===== config.mk =====
export PLATFORM = sky130hd
export DESIGN_NAME = rate_divider_multi
export DESIGN_NICKNAME = d
export VERILOG_FILES = /design/src/rtl/rate_divider_multi.sv
export SDC_FILE = /design/constraint.sdc
export NUM_CORES = 1
export LEC_CHECK = 0
export ABC_AREA = 1
export CAP_MARGIN = 10
export CORE_MARGIN = 2
export CORE_UTILIZATION = 49
export CTS_CLUSTER_DIAMETER = 50
export DETAILED_ROUTE_END_ITERATION = 12
export PLACE_DENSITY = 0.68
export RECOVER_POWER = 50
export SLEW_MARGIN = 30
export SYNTH_ARGS = -nofsm -noshare
export SYNTH_HDL_FRONTEND = slang
export SYNTH_SLANG_ARGS = --single-unit

===== constraint.sdc =====
create_clock -name clock -period 4.55 [get_ports clock]
set_input_delay 0.6825 -clock clock [delete_from_list [all_inputs] [get_ports clock]]
set_output_delay 0.6825 -clock clock [all_outputs]
set_load 0.02 [all_outputs]

===== src/rtl/rate_divider_multi.sv =====
// Multi-channel programmable rate divider: per-channel down-counter with
// terminal-count tick, duty pulse, and free-running or one-shot mode.
module rate_divider_multi #(
   parameter int WIDTH    = 28,
   parameter int CHANNELS = 4,
   parameter int CH_W     = (CHANNELS > 1) ? $clog2(CHANNELS) : 1
) (
   input  logic                clock,
   input  logic                Clear_b,
   input  logic                cfg_we,
   input  logic [CH_W-1:0]     cfg_ch,
   input  logic [WIDTH-1:0]    cfg_period,
   input  logic [WIDTH-1:0]    cfg_thresh,
   input  logic                cfg_oneshot,
   input  logic [CHANNELS-1:0] enable,
   input  logic [CHANNELS-1:0] start,
   output logic [CHANNELS-1:0] tick,
   output logic [CHANNELS-1:0] pulse,
   output logic [CHANNELS-1:0] busy
);

   logic [WIDTH-1:0]    period [CHANNELS];
   logic [WIDTH-1:0]    thresh [CHANNELS];
   logic [WIDTH-1:0]    q      [CHANNELS];
   logic [CHANNELS-1:0] oneshot;
   logic [CHANNELS-1:0] busy_r;
   logic [CHANNELS-1:0] tick_r;

   always_ff @(posedge clock) begin
      if (!Clear_b) begin
         for (int i = 0; i < CHANNELS; i++) begin
            period[i]  <= '0;
            thresh[i]  <= '0;
            q[i]       <= '0;
            oneshot[i] <= 1'b0;
            busy_r[i]  <= 1'b0;
            tick_r[i]  <= 1'b0;
         end
      end else begin
         for (int i = 0; i < CHANNELS; i++) begin
            tick_r[i] <= 1'b0;
            // A config write wins over counting and triggering on its channel.
            if (cfg_we && (int'(cfg_ch) < CHANNELS) && (int'(cfg_ch) == i)) begin
               period[i]  <= cfg_period;
               thresh[i]  <= cfg_thresh;
               oneshot[i] <= cfg_oneshot;
               q[i]       <= cfg_period;
               busy_r[i]  <= 1'b0;
            end else if (!oneshot[i]) begin
               busy_r[i] <= 1'b0;
               if (enable[i]) begin
                  if (q[i] == '0) begin
                     q[i]      <= period[i];
                     tick_r[i] <= 1'b1;
                  end else begin
                     q[i] <= q[i] - WIDTH'(1);
                  end
               end
            end else if (!busy_r[i]) begin
               if (start[i]) begin
                  q[i]      <= period[i];
                  busy_r[i] <= 1'b1;
               end
            end else if (enable[i]) begin
               if (q[i] == '0) begin
                  tick_r[i] <= 1'b1;
                  busy_r[i] <= 1'b0;
               end else begin
                  q[i] <= q[i] - WIDTH'(1);
               end
            end
         end
      end
   end

   always_comb begin
      pulse = '0;
      for (int i = 0; i < CHANNELS; i++) begin
         pulse[i] = (q[i] < thresh[i]) && (!oneshot[i] || busy_r[i]);
      end
   end

   assign tick = tick_r;
   assign busy = busy_r;

endmodule


==> flow_summary_export.csv <==
group,metric,value,unit
status,outcome,"complete, but fails checks",
status,violations,"max-capacitance violations, max-slew violations",
pwr,p_per_area,363.5,mW/mm²
routing,drt_wl_total,67.66,mm
critical_path,reg2reg_slack,1.48,ns
clock_tree,cts_buffer_depth,3,
pwr,p_sw,2582,µW
placed_design,dpl_cell_area,0.02291,mm²
clock_tree,cts_tree,"yes",
yosys,ys_seq_area_share,48.03,%
final_layout,fin_nets,2871,
clock_tree,clk_latency,0.55,ns
critical_path,crit_arrival,3.98,ns
pwr,combPwrFrac,16.3,%
clock_tree,clock_sinks,348,
placed_design,portBuffers,81,
timing,finalHoldViolCount,0,
yosys,syn_nets,2790,
critical_path,crit_end,"thresh[1][13]",
final_layout,areaGrowthSynthToFinish,12.68,%
floorplanning,rows,76,
timing,slew_headroom,-74.01,%
final_layout,multi_input_area,0.009450,mm²
pwr,swShare,29.31,%
pwr,clockPowerShare,38.0,%
critical_path,timing.rr.start,"q[2][0]",
pwr,power_frac_seq,45.8,%
yosys,ys_ff_latch,348,
clock_tree,postCtsHoldBufs,0,
routing,via_count,18134,
hold_path,hold_start,"period[3][2]",
pwr,ir_worst_vdd,316.3,µV
job,max_cap_violations,3,
yosys,synthCells,2604,
placed_design,routabilityCongestion,0.9703,
routing,drt-initial-drc-count,1785,
yosys,postSynthAreaPerCell,8.260,µm²
critical_path,worstPathRequired,4.67,ns
grt,grt_pass1_vias,17177,
floorplanning,boundaryPins,82,
timing,rsz0062_at_grt,"no",
final_layout,antenna_cells,0,
final_layout,regArea,0.01033,mm²
floorplanning,coreArea,0.04317,mm²
placed_design,dp_hpwl,48.95,mm
yosys,yosysWarnings,0,
yosys,syn-cell-area,0.02151,mm²
final_layout,drive_gt1_share,5.703,%
clock_tree,cts_setup_buffers,0,
final_layout,fillers,4028,
clock_tree,cts-root-buf,"clkbuf_16",
yosys,synth_cell_types,49,
timing,fmaxAchievable,0.2594,GHz
routing,route.detailed.drc,0,
floorplanning,die_area,0.04559,mm²
pwr,leakagePower,0.01098,µW
clock_tree,path_clk_slew,0.06,ns
clock_tree,ctsResizeCount,0,
grt,antenna_found_initial,0,
timing,fin_worst_skew,0.009984,ns
floorplanning,start_util,49.82,%
grt,grt_max_degree,72,
grt,overflow,0,
routing,firstDrtPassIters,6,
pwr,internal_power,6228,µW
critical_path,critPathLaunch,"cfg_we",
floorplanning,dieHeight,213.5,µm
final_layout,stdcell_area,0.02423,mm²
timing,setup_ws,0.6954,ns
critical_path,setup.worst_path.class,"primary input to flop",
clock_tree,numCtsBuffers,43,
routing,wl_per_cell,20.49,µm
critical_path,r2r_end,"q[2][10]",
floorplanning,die_w,213.5,µm
grt,grt_first_pass_wirelength,102.0,mm
routing,ant_nets,0,
critical_path,rr_worst_depth,12,
timing,fin_crit_sh,84.72,%
critical_path,cp_max_fo,42,
grt,grt_use_total,30.17,%
timing,tightest_slew,2.610,ns
timing,final.min_clock_period,3.855,ns
hold_path,hold_path_class,"flop to flop",
clock_tree,htree_levels,2,
timing,slew_violations,129,
timing,finalSetupViolations,0,
critical_path,critPathLaunchType,"primary input",
critical_path,critPathCaptureType,"flop",
timing,tns,0,ns
placed_design,pre_cts_ws,0.9580,ns
routing,viasPerCell,5.490,
-- power groups by stage --
stage	Sequential, µW	Combinational [µW]	Clock, µW
finish	4030	1430	3350
floorplan	4000	941	0
CTS	4020	1420	3370
global placement	4080	1370	0
detailed placement	4080	1410	0
global route	4060	1610	3480
-- per-stage QoR --
step	total power, µW	instances	util (%)	hold WS, ns
2_1_floorplan	4940	2604	-	0.5018
3_3_place_gp	5455	3225	53.07	0.5202
3_5_place_dp	5494	3225	53.07	0.5189
4_1_cts	8812	3303	56.25	0.5296
5_1_grt	9147	3303	56.14	0.5501
6_report	8810	3303	56.14	0.5255
-- worst min path at each step --
stage / endpoint / slack (ns) / cells past startpoint
6_report: q[3][2] / 0.53 / 2
5_1_grt: q[3][18] / 0.55 / 2
4_1_cts: q[3][2] / 0.53 / 2
3_5_place_dp: q[3][18] / 0.52 / 2
3_3_place_gp: q[3][18] / 0.52 / 2
2_1_floorplan: q[3][10] / 0.50 / 2
-- synthesized netlist by cell type (all sizes together) --
library cell / count / area [µm²]
mux2i: 3 / 30.03
buf: 48 / 286.5
edfxtp: 336 / 10090
or2: 5 / 31.28
inv: 353 / 1325
xnor2: 33 / 289.0
nand2: 599 / 2293
nor2b: 1 / 6.260
o31ai: 4 / 30.03
o211ai: 1 / 7.510
nand3: 124 / 675.6
nor4: 6 / 37.54
o22ai: 6 / 37.54
dfxtp: 12 / 240.2
clkbuf: 27 / 101.4
ha: 116 / 1451
nand4: 71 / 465.4
nor3b: 2 / 15.01
clkinv: 1 / 3.750
a22oi: 2 / 15.01
a31oi: 4 / 25.02
o221ai: 10 / 87.58
nand3b: 18 / 135.1
a211oi: 2 / 15.01
nor3: 32 / 198.9
xor2: 46 / 402.9
o21a: 6 / 45.04
a21boi: 2 / 15.01
o21ai: 86 / 441.7
a21oi: 125 / 636.9
nor2: 523 / 2073
-- worst max-delay path, stage by stage --
cell	delay (ns)
dlygate4sd3_1	0.65
nand3_1	0.12
nand2_1	0.81
clkbuf_1	1.67
-- kinds of logic after synthesis --
family                   after synthesis  synth area share (%)
AO/OA/AOI/OAI                        248                 6.306
XOR/XNOR                              79                 3.217
adder cells (fa/ha/maj)              116                 6.748
buffers and inverters                429                 7.981
flip-flops                           348                 48.03
multiplexers                           3                0.1396
AND/OR/NAND/NOR                     1381                 27.58
-- area by class of cell --
| class | count | area share [%] |
|---|---|---|
| clock buffer | 51 | 4.781 |
| clock inverter | 27 | 0.8880 |
| inverter | 354 | 5.483 |
| multi-input combinational | 1827 | 39.00 |
| sequential | 348 | 42.62 |
| tap | 585 | 3.020 |
| timing repair buffer | 111 | 4.208 |
-- state kept, by name, indices dropped and copies added, names as in the netlist --
| register | flops |
|---|---|
| busy | 4 |
| oneshot | 4 |
| period | 112 |
| q | 112 |
| thresh | 112 |
| tick | 4 |
-- placed cells by master (no fill, tap or decap), types with 7 or more instances in the layout --
master / synthesis / final
edfxtp_1: 336 / 336
xor2_1: 46 / 46
a21oi_1: 122 / 122
nor2_2: 13 / 12
clkbuf_16: 0 / 45
clkinv_2: 0 / 10
inv_1: 345 / 346
clkbuf_1: 27 / 12
clkdlybuf4s50_1: 0 / 75
nor2_1: 502 / 503
ha_1: 116 / 116
nand3b_1: 18 / 18
o221ai_1: 10 / 10
nand2_1: 583 / 585
nand4_1: 69 / 69
o21ai_0: 83 / 83
dfxtp_1: 12 / 12
nand3_1: 116 / 117
inv_2: 8 / 7
nor3_1: 28 / 28
xnor2_1: 33 / 33
buf_4: 6 / 21
nand2_2: 15 / 14
-- per-layer routing --
metal  track usage [%]  up-vias  wire, µm
met5                 0        -         0
met4             14.63        0      3562
met3             4.701      155      5991
met2             45.25      820     29040
met1             42.83     8459     29070
li1                  -     8700         -
Power figures use the tool's default switching activity.
